==> config.mk <==
export PLATFORM = sky130hd
export DESIGN_NAME = hazard_stall_ctrl_flat
export DESIGN_NICKNAME = d
export VERILOG_FILES = /design/src/rtl/hazard_stall_ctrl_if.sv /design/src/rtl/hazard_stall_ctrl.sv /design/src/flat_wrapper.sv
export SDC_FILE = /design/constraint.sdc
export NUM_CORES = 1
export LEC_CHECK = 0
export BUFFER_PORTS_ARGS = -buffer_cell sky130_fd_sc_hd__buf_4
export CAP_MARGIN = 20
export CORE_ASPECT_RATIO = 1.25
export CORE_MARGIN = 2
export CORE_UTILIZATION = 48
export CTS_BUF_LIST = sky130_fd_sc_hd__clkbuf_8
export CTS_CLUSTER_DIAMETER = 50
export DETAILED_ROUTE_END_ITERATION = 16
export HOLD_SLACK_MARGIN = 0.1
export PLACE_DENSITY = 0.85
export SLEW_MARGIN = 10
export SYNTH_ARGS = -nofsm -noshare
export SYNTH_HDL_FRONTEND = slang
export SYNTH_SLANG_ARGS = --single-unit
==> constraint.sdc <==
create_clock -name clk -period 2.17 [get_ports clk]
set_input_delay 0.217 -clock clk [delete_from_list [all_inputs] [get_ports clk]]
set_output_delay 0.217 -clock clk [all_outputs]
set_load 0.02 [all_outputs]
==> src/rtl/hazard_stall_ctrl_if.sv <==
// Stage-field and pipeline-control bundle between hazard_stall_ctrl and the datapath.
// master = sequencing controller, slave = datapath pipeline registers.
interface hazard_stall_ctrl_if;
  // ID stage
  logic [3:0] inst_curr_IFID_7_4_rs;
  logic [3:0] inst_curr_IFID_3_0_rt;
  logic [3:0] inst_curr_IFID_11_8_rd;
  logic       use_rs_ifid;
  logic       use_rt_ifid;
  logic       use_rd_ifid;
  logic       halt_ifid;
  // EX stage
  logic [3:0] rf_waddr_idex;
  logic       rf_wen_idex;
  logic       mem_read_idex;
  logic       branch_taken_ex;
  // MEM stage
  logic       dmem_req_exmem;
  logic       dmem_ready;
  // Controls back to the pipeline
  logic       pc_wen;
  logic       ifid_wen;
  logic       idex_wen;
  logic       exmem_wen;
  logic       ifid_flush;
  logic       idex_flush;
  logic       memwb_flush;
  logic       stall_active;
  logic       halted;

  modport master (
    input  inst_curr_IFID_7_4_rs, inst_curr_IFID_3_0_rt, inst_curr_IFID_11_8_rd,
    input  use_rs_ifid, use_rt_ifid, use_rd_ifid, halt_ifid,
    input  rf_waddr_idex, rf_wen_idex, mem_read_idex, branch_taken_ex,
    input  dmem_req_exmem, dmem_ready,
    output pc_wen, ifid_wen, idex_wen, exmem_wen,
    output ifid_flush, idex_flush, memwb_flush, stall_active, halted
  );

  modport slave (
    output inst_curr_IFID_7_4_rs, inst_curr_IFID_3_0_rt, inst_curr_IFID_11_8_rd,
    output use_rs_ifid, use_rt_ifid, use_rd_ifid, halt_ifid,
    output rf_waddr_idex, rf_wen_idex, mem_read_idex, branch_taken_ex,
    output dmem_req_exmem, dmem_ready,
    input  pc_wen, ifid_wen, idex_wen, exmem_wen,
    input  ifid_flush, idex_flush, memwb_flush, stall_active, halted
  );
endinterface

==> src/rtl/hazard_stall_ctrl.sv <==
// Pipeline sequencing controller: load-use stalls, dmem wait states, branch flushes, halt drain.
// Optional: define HAZARD_STALL_COUNT_EN to add the saturating stall_count output.
module hazard_stall_ctrl #(
  parameter int unsigned FLUSH_CYCLES = 1,  // 1..7
  parameter int unsigned DRAIN_CYCLES = 3   // 1..7
) (
  input  logic                 clk,
  input  logic                 rst_n,
  hazard_stall_ctrl_if.master  bus
`ifdef HAZARD_STALL_COUNT_EN
  ,
  output logic [15:0]          stall_count
`endif
);

  typedef enum logic [2:0] {
    S_RUN,
    S_MEM_WAIT,
    S_FLUSH,
    S_HALT_DRAIN,
    S_HALTED
  } state_t;

  localparam logic [2:0] FLUSH_INIT = 3'(FLUSH_CYCLES - 1);
  localparam logic [2:0] DRAIN_INIT = 3'(DRAIN_CYCLES - 1);

  state_t     state_q, state_d;
  logic [2:0] cnt_q, cnt_d;

  logic pc_wen, ifid_wen, idex_wen, exmem_wen;
  logic ifid_flush, idex_flush, memwb_flush;
  logic halted;
  logic stall_active;

  // ---------------------------------------------------------------------------
  // Hazard detection
  // ---------------------------------------------------------------------------
  logic dmem_wait;
  logic ex_load_dst;
  logic load_use;

  assign dmem_wait   = bus.dmem_req_exmem && !bus.dmem_ready;
  // A load targeting r0 produces nothing a consumer could wait for.
  assign ex_load_dst = bus.mem_read_idex && bus.rf_wen_idex && (bus.rf_waddr_idex != 4'd0);
  assign load_use    = ex_load_dst &&
                       ((bus.use_rs_ifid && (bus.inst_curr_IFID_7_4_rs  == bus.rf_waddr_idex)) ||
                        (bus.use_rt_ifid && (bus.inst_curr_IFID_3_0_rt  == bus.rf_waddr_idex)) ||
                        (bus.use_rd_ifid && (bus.inst_curr_IFID_11_8_rd == bus.rf_waddr_idex)));

  // ---------------------------------------------------------------------------
  // State and counter registers
  // ---------------------------------------------------------------------------
  // NOTE: sequential state uses non-blocking assignments so every register samples
  // pre-edge values; blocking here would create order-dependent simulation races.
  always_ff @(posedge clk) begin
    if (!rst_n) begin
      state_q <= S_RUN;
      cnt_q   <= '0;
    end else begin
      state_q <= state_d;
      cnt_q   <= cnt_d;
    end
  end

  // ---------------------------------------------------------------------------
  // Next state and outputs
  // ---------------------------------------------------------------------------
  // NOTE: every signal written below gets a default first, so no path through
  // the case/if tree can leave one unassigned and infer a latch.
  always_comb begin
    state_d     = state_q;
    cnt_d       = cnt_q;
    pc_wen      = 1'b1;
    ifid_wen    = 1'b1;
    idex_wen    = 1'b1;
    exmem_wen   = 1'b1;
    ifid_flush  = 1'b0;
    idex_flush  = 1'b0;
    memwb_flush = 1'b0;
    halted      = 1'b0;

    unique case (state_q)
      S_RUN: begin
        if (dmem_wait) begin
          pc_wen      = 1'b0;
          ifid_wen    = 1'b0;
          idex_wen    = 1'b0;
          exmem_wen   = 1'b0;
          memwb_flush = 1'b1;
          state_d     = S_MEM_WAIT;
        end else if (bus.branch_taken_ex) begin
          ifid_flush = 1'b1;
          idex_flush = 1'b1;
          if (FLUSH_CYCLES > 1) begin
            state_d = S_FLUSH;
            cnt_d   = FLUSH_INIT;
          end
        end else if (load_use) begin
          // One bubble into EX; the load moves on and the match clears next cycle.
          pc_wen     = 1'b0;
          ifid_wen   = 1'b0;
          idex_flush = 1'b1;
        end else if (bus.halt_ifid) begin
          pc_wen     = 1'b0;
          ifid_wen   = 1'b0;
          idex_flush = 1'b1;
          // The detection cycle itself counts as the first drain cycle.
          if (DRAIN_CYCLES > 1) begin
            state_d = S_HALT_DRAIN;
            cnt_d   = DRAIN_INIT;
          end else begin
            state_d = S_HALTED;
          end
        end
      end

      S_MEM_WAIT: begin
        if (!bus.dmem_ready) begin
          pc_wen      = 1'b0;
          ifid_wen    = 1'b0;
          idex_wen    = 1'b0;
          exmem_wen   = 1'b0;
          memwb_flush = 1'b1;
        end else begin
          state_d = S_RUN;
          cnt_d   = '0;
        end
      end

      S_FLUSH: begin
        if (dmem_wait) begin
          // Remaining flush count is dropped: IF/ID and ID/EX already hold bubbles.
          pc_wen      = 1'b0;
          ifid_wen    = 1'b0;
          idex_wen    = 1'b0;
          exmem_wen   = 1'b0;
          memwb_flush = 1'b1;
          state_d     = S_MEM_WAIT;
          cnt_d       = '0;
        end else begin
          ifid_flush = 1'b1;
          idex_flush = 1'b1;
          cnt_d      = cnt_q - 3'd1;
          if (cnt_q <= 3'd1) begin
            state_d = S_RUN;
            cnt_d   = '0;
          end
        end
      end

      S_HALT_DRAIN: begin
        pc_wen     = 1'b0;
        ifid_wen   = 1'b0;
        idex_flush = 1'b1;
        if (dmem_wait) begin
          // Older instructions still draining must respect the memory wait.
          exmem_wen   = 1'b0;
          memwb_flush = 1'b1;
        end else begin
          cnt_d = cnt_q - 3'd1;
          if (cnt_q <= 3'd1) begin
            state_d = S_HALTED;
            cnt_d   = '0;
          end
        end
      end

      S_HALTED: begin
        pc_wen    = 1'b0;
        ifid_wen  = 1'b0;
        idex_wen  = 1'b0;
        exmem_wen = 1'b0;
        halted    = 1'b1;
      end

      default: begin
        state_d = S_RUN;
        cnt_d   = '0;
      end
    endcase
  end

  // HALTED holds everything by design, so it is not reported as a stall.
  assign stall_active = rst_n && (state_q != S_HALTED) &&
                        (!(pc_wen && ifid_wen && idex_wen && exmem_wen) ||
                         ifid_flush || idex_flush || memwb_flush);

  // ---------------------------------------------------------------------------
  // Output drive; reset forces every register to load a bubble.
  // ---------------------------------------------------------------------------
  always_comb begin
    if (!rst_n) begin
      bus.pc_wen      = 1'b0;
      bus.ifid_wen    = 1'b0;
      bus.idex_wen    = 1'b0;
      bus.exmem_wen   = 1'b0;
      bus.ifid_flush  = 1'b1;
      bus.idex_flush  = 1'b1;
      bus.memwb_flush = 1'b1;
      bus.halted      = 1'b0;
    end else begin
      bus.pc_wen      = pc_wen;
      bus.ifid_wen    = ifid_wen;
      bus.idex_wen    = idex_wen;
      bus.exmem_wen   = exmem_wen;
      bus.ifid_flush  = ifid_flush;
      bus.idex_flush  = idex_flush;
      bus.memwb_flush = memwb_flush;
      bus.halted      = halted;
    end
  end

  assign bus.stall_active = stall_active;

`ifdef HAZARD_STALL_COUNT_EN
  always_ff @(posedge clk) begin
    if (!rst_n) begin
      stall_count <= '0;
    end else if (stall_active && (stall_count != 16'hFFFF)) begin
      stall_count <= stall_count + 16'd1;
    end
  end
`endif

endmodule

==> src/flat_wrapper.sv <==
// flat-port wrapper written by rule: the top's interface ports become plain ports
module hazard_stall_ctrl_flat 
#(
  parameter int unsigned FLUSH_CYCLES = 1,         
  parameter int unsigned DRAIN_CYCLES = 3          
)
  (clk, rst_n, bus_inst_curr_IFID_7_4_rs, bus_inst_curr_IFID_3_0_rt, bus_inst_curr_IFID_11_8_rd, bus_use_rs_ifid, bus_use_rt_ifid, bus_use_rd_ifid, bus_halt_ifid, bus_rf_waddr_idex, bus_rf_wen_idex, bus_mem_read_idex, bus_branch_taken_ex, bus_dmem_req_exmem, bus_dmem_ready, bus_pc_wen, bus_ifid_wen, bus_idex_wen, bus_exmem_wen, bus_ifid_flush, bus_idex_flush, bus_memwb_flush, bus_stall_active, bus_halted);
  hazard_stall_ctrl_if bus_i ();
  input  logic clk;
  input  logic rst_n;
  input wire logic [$bits(bus_i.inst_curr_IFID_7_4_rs)-1:0] bus_inst_curr_IFID_7_4_rs;
  input wire logic [$bits(bus_i.inst_curr_IFID_3_0_rt)-1:0] bus_inst_curr_IFID_3_0_rt;
  input wire logic [$bits(bus_i.inst_curr_IFID_11_8_rd)-1:0] bus_inst_curr_IFID_11_8_rd;
  input wire logic [$bits(bus_i.use_rs_ifid)-1:0] bus_use_rs_ifid;
  input wire logic [$bits(bus_i.use_rt_ifid)-1:0] bus_use_rt_ifid;
  input wire logic [$bits(bus_i.use_rd_ifid)-1:0] bus_use_rd_ifid;
  input wire logic [$bits(bus_i.halt_ifid)-1:0] bus_halt_ifid;
  input wire logic [$bits(bus_i.rf_waddr_idex)-1:0] bus_rf_waddr_idex;
  input wire logic [$bits(bus_i.rf_wen_idex)-1:0] bus_rf_wen_idex;
  input wire logic [$bits(bus_i.mem_read_idex)-1:0] bus_mem_read_idex;
  input wire logic [$bits(bus_i.branch_taken_ex)-1:0] bus_branch_taken_ex;
  input wire logic [$bits(bus_i.dmem_req_exmem)-1:0] bus_dmem_req_exmem;
  input wire logic [$bits(bus_i.dmem_ready)-1:0] bus_dmem_ready;
  output wire logic [$bits(bus_i.pc_wen)-1:0] bus_pc_wen;
  output wire logic [$bits(bus_i.ifid_wen)-1:0] bus_ifid_wen;
  output wire logic [$bits(bus_i.idex_wen)-1:0] bus_idex_wen;
  output wire logic [$bits(bus_i.exmem_wen)-1:0] bus_exmem_wen;
  output wire logic [$bits(bus_i.ifid_flush)-1:0] bus_ifid_flush;
  output wire logic [$bits(bus_i.idex_flush)-1:0] bus_idex_flush;
  output wire logic [$bits(bus_i.memwb_flush)-1:0] bus_memwb_flush;
  output wire logic [$bits(bus_i.stall_active)-1:0] bus_stall_active;
  output wire logic [$bits(bus_i.halted)-1:0] bus_halted;
  assign bus_i.inst_curr_IFID_7_4_rs = bus_inst_curr_IFID_7_4_rs;
  assign bus_i.inst_curr_IFID_3_0_rt = bus_inst_curr_IFID_3_0_rt;
  assign bus_i.inst_curr_IFID_11_8_rd = bus_inst_curr_IFID_11_8_rd;
  assign bus_i.use_rs_ifid = bus_use_rs_ifid;
  assign bus_i.use_rt_ifid = bus_use_rt_ifid;
  assign bus_i.use_rd_ifid = bus_use_rd_ifid;
  assign bus_i.halt_ifid = bus_halt_ifid;
  assign bus_i.rf_waddr_idex = bus_rf_waddr_idex;
  assign bus_i.rf_wen_idex = bus_rf_wen_idex;
  assign bus_i.mem_read_idex = bus_mem_read_idex;
  assign bus_i.branch_taken_ex = bus_branch_taken_ex;
  assign bus_i.dmem_req_exmem = bus_dmem_req_exmem;
  assign bus_i.dmem_ready = bus_dmem_ready;
  assign bus_pc_wen = bus_i.pc_wen;
  assign bus_ifid_wen = bus_i.ifid_wen;
  assign bus_idex_wen = bus_i.idex_wen;
  assign bus_exmem_wen = bus_i.exmem_wen;
  assign bus_ifid_flush = bus_i.ifid_flush;
  assign bus_idex_flush = bus_i.idex_flush;
  assign bus_memwb_flush = bus_i.memwb_flush;
  assign bus_stall_active = bus_i.stall_active;
  assign bus_halted = bus_i.halted;
  hazard_stall_ctrl #(.FLUSH_CYCLES(FLUSH_CYCLES), .DRAIN_CYCLES(DRAIN_CYCLES)) u_core (.clk(clk), .rst_n(rst_n), .bus(bus_i));
endmodule
Word-level counts from Yosys, hierarchy flattened

Index checks and enable logic that the tools add are counted.

RAM bits: 0
Output and inout port bits: 9
Memories: 0
Register bits after elaboration: 6
Bits in read-only memories: 0
Logic and storage cells: 95
Bits in latches: 0
Input bits: 27

$add $sub $neg: 1
Bitwise logic cells: 1
Eq/ne operators: 19
Multipliers: 0
Divide/modulo/power cells: 0
Shift-type cells: 0
Reductions and logical operators: 25
$lt $le $gt $ge: 1
Muxes and demuxes: 46

Operator list:

| cell                | number |
|---|---|
| $mux 3              | 16 |
| $pmux 3 s5          | 2 |
| $mux 1              | 22 |
| $eq 4x4->1          | 3 |
| $ne 2x2->1 const B  | 6 |
| $logic_and 1x1->1   | 11 |
| $ne 3x2->1 const B  | 3 |
| $pmux 1 s3          | 3 |
| $reduce_and 8->1    | 1 |
| $reduce_and 7->1    | 1 |
| $eq 3x2->1 const B  | 2 |
| $logic_or 1x1->1    | 5 |
| $pmux 1 s2          | 2 |
| $pmux 1 s4          | 1 |
| $reduce_bool 4->1   | 1 |
| $reduce_or 2->1     | 2 |
| $eq 3x1->1 const B  | 1 |
| $eq 3x3->1 const B  | 1 |
| $le 3x1->1 const B  | 1 |
| $logic_not 3->1     | 1 |
| $ne 3x1->1 const B  | 1 |
| $ne 3x3->1 const B  | 1 |
| $reduce_or 3->1     | 1 |
| $sub 3x1->3 const B | 1 |
| 3 further kinds     | 4 |

Longest topological paths before layout

Gate-level depths: netlist (run 1).

Depth after elaboration: 16
Depth in mapped cells: 7
Depth with buffers taken out: 7

Worst setup path after synthesis (run 1)

Ideal clock, no wire load.

Path type: reg2out
Start point: register u_core.state_q[0]
End point: output port bus_idex_flush
Arrival: 1.530 ns
Cell stages (with the launch flop): 6
Buffers on the path: 1
Required time: 1.953 ns
Slack: 0.423 ns
Path through: dfxtp_1 > buf_2 > nor2_1 > o21ai_0 > o21ai_0 > a211o_1

Longest elaborated chain between the ends: 3

RTL lines:

| element                                       | RTL line                 | RTL |
|---|---|---|
| from (decl)                                   | hazard_stall_ctrl.sv:27  | `state_t state_q, state_d;` |
| from (signal assigned)                        | hazard_stall_ctrl.sv:60  | `state_q <= state_d;` |
| $eq 3x2->1 or $logic_not 3->1 (tied branches) | hazard_stall_ctrl.sv:82  | `unique case (state_q)` |
| $pmux 1 s3 (*)                                | hazard_stall_ctrl.sv:82  |  |
| $mux 1 (*)                                    | hazard_stall_ctrl.sv:192 | `if (!rst_n) begin` |
| to (decl)                                     | flat_wrapper.sv:29       | `output wire logic [$bits(bus_i.idex_flush)-1:0] bus_idex_flush;` |

Mark *: on every way between the ends. The rest lies on a longest branch, timed or not.

Worst setup path in the final report (run 1)

Start point: register u_core.state_q[1]
End point: output port bus_stall_active

Longest elaborated chain between the ends: 10

RTL lines:

| element                                  | RTL line                 | RTL |
|---|---|---|
| $eq 3x3->1 (tied with other cells)       | hazard_stall_ctrl.sv:82  |  |
| $reduce_or 2->1 (no source line)         | -                        |  |
| $pmux 1 s4 or $pmux 1 s3 (tied branches) | hazard_stall_ctrl.sv:82  |  |
| $logic_and 1x1->1 (2 in a row)           | hazard_stall_ctrl.sv:185 | `(!(pc_wen && ifid_wen && idex_wen && exmem_wen) \|\|` |
| $logic_not 1->1                          | hazard_stall_ctrl.sv:185 |  |
| $logic_or 1x1->1                         | hazard_stall_ctrl.sv:185 |  |
| $logic_or 1x1->1 (2 in a row)            | hazard_stall_ctrl.sv:186 | `ifid_flush \|\| idex_flush \|\| memwb_flush);` |
| $logic_and 1x1->1 (*)                    | hazard_stall_ctrl.sv:184 | `assign stall_active = rst_n && (state_q != S_HALTED) &&` |
| to (decl)                                | flat_wrapper.sv:31       | `output wire logic [$bits(bus_i.stall_active)-1:0] bus_stall_active;` |

Marks and branches as above.

==> results.sh, run 1 <==
export IMPL_status="completed"
export IMPL_worstSkewPairLatency_ps=230
export IMPL_place_inst=156
export IMPL_grt_pass1_vias=821
export IMPL_finalSetupViolCount=0
export IMPL_antenna_found_initial=0
export IMPL_final_antenna_net_count=0
export IMPL_p_int_uw=409
export IMPL_slew_headroom_pct=72.8
export IMPL_seqPwrFrac_pct=22.7
export IMPL_synth_seq_cells=6
export IMPL_cp_end_kind="primary output"
export IMPL_drv_cap=0
export IMPL_cts_hold_buffers=0
export IMPL_clock_sinks=6
export IMPL_routed_wl_um=2020
export IMPL_yosysSeqAreaShare_pct=15.1
export IMPL_die_h_um=49.5
export IMPL_drc=0
export IMPL_switchingPower_uw=269
export IMPL_die_w_um=40.4
export IMPL_combPwrFrac_pct=52.0
export IMPL_core_area_mm2=0.00156
export IMPL_worst_slew_pin_slew_ps=407
export IMPL_period_share_pct=86.5
export IMPL_syn_area_per_cell_um2=7.41
export IMPL_wire_per_inst_um=12.7
export IMPL_synth_edff_count=0
export IMPL_fin_skew_ps=3.74
export IMPL_cts_buffers_inserted=3
export IMPL_hp_class="input port to register"
export IMPL_setup_tns_final_ps=0
export IMPL_crit_fanout=12
export IMPL_num_rows=16
export IMPL_syn_nets=136
export IMPL_ys_warn_count=0
export IMPL_start_kind="register"
export IMPL_cts_resized_gates=0
export IMPL_synthCells=107
export IMPL_grt_pass1_wl_um=3460
export IMPL_rsz0062_at_grt="false"
export IMPL_pin_count=36
export IMPL_ys_types=42
export IMPL_cp_data_arrival_time_ps=1660
export IMPL_cts_max_path_buffers=2
export IMPL_switching_share_pct=39.7
export IMPL_drt_pass1_iter_count=4
export IMPL_post_route_min_period_ps=1880
export IMPL_p_leak_nw=0.486
export IMPL_cp_required_ps=1950
export IMPL_netlist_area_um2=793
export IMPL_drive_above_1_share_pct=33.3
export IMPL_dp_hpwl_um=1650
export IMPL_grt_util_all_layers_pct=23.5
export IMPL_area_growth_syn_to_layout_pct=38.5
export IMPL_tritoncts="built"
export IMPL_fin_cells=159
export IMPL_grt_overflow=0
export IMPL_synthArstFlopShare_pct=0
export IMPL_initialDrtViolationCount=17
export IMPL_initial_utilization_pct=50.8
export IMPL_clkPwrFrac_pct=25.3
export IMPL_post_cts_buffers=0
export IMPL_slew_violations=0
export IMPL_dr_total_vias=906
export IMPL_finalHoldViolCount=0
export IMPL_clkTransAtPathRegs_ps=40
export IMPL_powerDensity_mw_per_mm2=617
export IMPL_io_buffers=35
export IMPL_n_antenna_cell=0
export IMPL_grt_start_max_net_pins=16
export IMPL_peakVddDrop_uv=393
export IMPL_synth_flop_cell="dfxtp_1"
export IMPL_htreeDepth=1
export IMPL_gp_congestion=0.850
export IMPL_critPathKind="register to primary output"
export IMPL_clock_fmax_ghz=0.532
export IMPL_avgViaCountPerCell=5.70
export IMPL_dieArea_mm2=0.00200
export IMPL_fin_nets=172
export IMPL_cts_root_buf="clkbuf_8"
-- metrics by stage --
stage          hold slack [ps]  area, um^2  util [%]  total power, mW  setup WS (ps)
2_1_floorplan              383         793         -            0.393            423
3_3_place_gp               482        1060      67.7            0.500            464
3_5_place_dp               512        1060      67.7            0.505            419
4_1_cts                    338        1100      70.4            0.679            289
5_1_grt                    365        1100      70.4            0.732            176
6_report                   343        1100      70.4            0.678            292
-- power groups by stage --
| stage | Sequential [mW] | Clock [mW] | Combinational, mW |
|---|---|---|---|
| after CTS | 0.153 | 0.173 | 0.354 |
| after global routing | 0.157 | 0.180 | 0.395 |
| after detailed placement | 0.154 | 0 | 0.351 |
| after global placement | 0.153 | 0 | 0.347 |
| after floorplan | 0.133 | 0 | 0.260 |
| final | 0.154 | 0.172 | 0.353 |
-- area by class of cell --
| cell class | instances | area [um^2] |
|---|---|---|
| Clock buffer | 3 | 41.3 |
| Fill cell | 142 | 463 |
| Inverter | 6 | 22.5 |
| Multi-Input combinational cell | 91 | 629 |
| Sequential cell | 6 | 120 |
| Tap cell | 18 | 22.5 |
| Timing Repair Buffer | 35 | 263 |
-- metal layers --
layer,vias up,wire [um],GRT usage [%]
li1,453,-,-
met1,427,829,29.7
met2,24,1070,38.9
met3,2,98,2.70
met4,0,29,8.33
met5,-,0,0
-- worst max-delay path, stage by stage, from the launching register on --
cell	delay, ps
dfxtp_1	410
nor2_1	240
nand3_1	150
nor2_1	110
nand3_1	100
o2111a_1	260
buf_4	150
-- flip-flops by register name, indices dropped and copies added (netlist names) --
register        count
u_core.cnt_q        3
u_core.state_q      3
-- cell usage in the layout (no fill, tap or decap), types with 3 or more instances in the layout --
cell      count
nor4_1        3
dfxtp_1       6
buf_4        35
inv_1         6
nand2_1      14
nor2_1        8
xnor2_1       3
xor2_1        9
nand3_1       6
a21oi_1       3
o21ai_0       8
clkbuf_8      3
-- worst paths after layout --
kind	startpoint	slack (ps)	cells after the start	endpoint
max	u_core.state_q[1]	290	6	bus_stall_active
min	rst_n	340	2	u_core.cnt_q[1]
max reg2reg	u_core.cnt_q[1]	460	7	u_core.state_q[0]
min reg2reg	u_core.cnt_q[0]	510	2	u_core.cnt_q[0]
-- kinds of logic (layout without fill, tap and decap cells) --
family	after synthesis	after routing	synth area share, %
flops	6	6	15.1
fa+ha+maj	2	2	3.15
xor+xnor	12	12	13.3
compound gates	30	30	28.7
simple gates	45	45	31.7
mux	2	2	2.52
buf+inv	10	44	5.52
-- synth_stat cells (2+ instances only) --
master,instances,area [um^2]
mux2i_1,2,20.0
nand2b_1,2,12.5
ha_1,2,25.0
nand3_1,6,30.0
o21ai_0,8,40.0
o21bai_1,2,15.0
nor4_1,3,18.8
nor2b_2,2,17.5
inv_1,6,22.5
and3_1,2,12.5
xnor2_1,3,26.3
a31oi_1,2,12.5
a21boi_0,2,15.0
a21oi_1,3,15.0
xor2_1,9,78.8
buf_2,2,10.0
nor2_1,8,30.0
dfxtp_1,6,120
nand2_1,14,52.6
No activity file was read; power rests on OpenSTA's default activity.
==> run 2, diff against run 1 <==
==> constraint.sdc (replaced) <==
create_clock -name clk -period 2.17 [get_ports clk]
set_input_delay 0.434 -clock clk [delete_from_list [all_inputs] [get_ports clk]]
set_output_delay 0.434 -clock clk [all_outputs]
set_load 0.02 [all_outputs]
==> results.sh, run 2 (synthesis gave the netlist of run 1 again) <==
export IMPL_status="completed"
export IMPL_cp_data_arrival_time_ps=1650
export IMPL_layout_commonest_cell="buf_4"
export IMPL_switching_share_pct=40.3
export IMPL_p_int_uw=414
export IMPL_path_delay_family="simple AND/OR/NAND/NOR gates"
export IMPL_final_cell_mix="38 x buf_4, 14 x nand2_1, 9 x xor2_1"
export IMPL_fin_util_pct=73.0
export IMPL_die_h_um=49.5
export IMPL_critPathLaunch="u_core.state_q[0]"
export IMPL_hp_class="register to register"
export IMPL_finalSetupViolCount=0
export IMPL_path_buf_inv=1
export IMPL_htreeDepth=1
export IMPL_grt_pass1_wl_um=3580
export IMPL_n_antenna_cell=0
export IMPL_gp_congestion=0.858
export IMPL_area_growth_syn_to_layout_pct=43.7
export IMPL_post_route_min_period_ps=2090
export IMPL_fin_nets=175
export IMPL_seq_area_um2=120
export IMPL_dpl_cell_area_mm2=0.00108
export IMPL_powerDensity_mw_per_mm2=607
export IMPL_clock_fmax_ghz=0.479
export IMPL_dieArea_mm2=0.00200
export IMPL_drv_cap=0
export IMPL_final_antenna_net_count=0
export IMPL_hp_start="u_core.cnt_q[0]"
export IMPL_start_kind="register"
export IMPL_holdPathStages=2
export IMPL_fin_skew_ps=3.79
export IMPL_place_inst=159
export IMPL_tritoncts="built"
export IMPL_worst_slew_pin_slew_ps=449
export IMPL_critPathKind="register to primary output"
export IMPL_reg_largest_list="u_core.cnt_q: 3 flops, u_core.state_q: 3 flops"
export IMPL_max_stage_delay_ps=390
export IMPL_grt_util_all_layers_pct=24.7
export IMPL_drive_above_1_share_pct=36.8
export IMPL_dp_hpwl_um=1670
export IMPL_cts_buffers_inserted=3
export IMPL_fillers=130
export IMPL_period_share_pct=96.3
export IMPL_fin_area_mm2=0.00114
export IMPL_wire_per_inst_um=13.8
export IMPL_whs_ps=508
export IMPL_routed_wl_um=2240
export IMPL_slew_headroom_pct=70.0
export IMPL_finalHoldViolCount=0
export IMPL_fin_cells=162
export IMPL_grt_start_max_net_pins=16
export IMPL_avgViaCountPerCell=5.73
export IMPL_clock_sinks=6
export IMPL_dr_total_vias=929
export IMPL_io_buffers=35
export IMPL_switchingPower_uw=279
export IMPL_slew_violations=0
export IMPL_initial_utilization_pct=50.8
export IMPL_clkPwrFrac_pct=24.8
export IMPL_cts_max_path_buffers=2
export IMPL_worstSkewPairLatency_ps=230
export IMPL_grt_pass1_vias=867
export IMPL_num_rows=16
export IMPL_cp_depth=6
export IMPL_cp_required_ps=1740
export IMPL_pin_count=36
export IMPL_cp_end_kind="primary output"
export IMPL_initialDrtViolationCount=28
export IMPL_combPwrFrac_pct=53.6
export IMPL_clkTransAtPathRegs_ps=40
export IMPL_grt_overflow=0
export IMPL_crit_chain="nor2_1 > nand3_1 > nor2_1 > nand3_1 > o2111a_1 > buf_4"
export IMPL_drt_pass1_iter_count=4
export IMPL_rr_worst_depth=7
export IMPL_cts_hold_buffers=0
export IMPL_seqPwrFrac_pct=21.6
export IMPL_p_leak_nw=0.501
export IMPL_drc=0
export IMPL_core_area_mm2=0.00156
export IMPL_crit_fanout=10
export IMPL_multi_input_area_um2=648
export IMPL_reg2reg_from="u_core.cnt_q[1]"
export IMPL_crit_slowest_cell="dfxtp_1"
export IMPL_peakVddDrop_uv=402
export IMPL_antenna_found_initial=0
export IMPL_die_w_um=40.4
export IMPL_cts_root_buf="clkbuf_8"
[run 2: changes by cell type in the layout (fill, tap and decap cells not counted), sizes merged]
cell and change:
buf +3
[run 2: worst register-to-register path: stages, from the launching register on]
cell,delay (ps)
dfxtp_1,340
inv_1,70
ha_1,170
o21bai_1,190
o21ai_0,100
a221o_1,330
a41oi_2,210
mux2i_1,200
[run 2: metrics by stage]
step	worst slack [ps]	power (mW)	setup TNS [ps]
floorplan	4.51	0.393	0
global placement	118	0.504	0
detailed placement	95.9	0.511	0
CTS	85.8	0.683	0
global route	-40.2	0.736	-41.1
finish	81.3	0.692	0
[run 2: final cells by class]
type | instances | share of cell area (%)
sequential | 6 | 10.5
timing repair buffer | 38 | 25.0
multi-input combinational | 91 | 56.9
clock buffer | 3 | 3.62
inverter | 6 | 1.98
tap | 18 | 1.98
[run 2: repair_timing]
item / CTS / global route
setup buffers: 0 / 0
hold endpoints to repair: 0 / 0
endpoints found under the setup margin: 0 / 2
resized for setup: 0 / 3
[run 2: power by group through the flow]
stage          clock network [mW]  logic (mW)  registers (mW)
3_5_place_dp                    0       0.362           0.149
2_1_floorplan                   0       0.260           0.133
6_report                    0.172       0.371           0.149
4_1_cts                     0.170       0.365           0.149
3_3_place_gp                    0       0.354           0.149
5_1_grt                     0.175       0.408           0.153
[run 2: metal layers]
layer	vias to the layer above	share of wire, %	GRT usage, %
met1	429	42	31.9
met2	31	51	38.9
met4	0	3.7	12.8
met5	-	0	0
met3	9	4.0	1.80
li1	460	-	-
[run 2: path summary, 6_finish.rpt]
kind | to | slack [ps]
worst min register to register | u_core.cnt_q[0] | 510
worst max-delay path | bus_stall_active | 80
worst max register to register | u_core.state_q[0] | 490
worst min-delay path | u_core.cnt_q[0] | 510
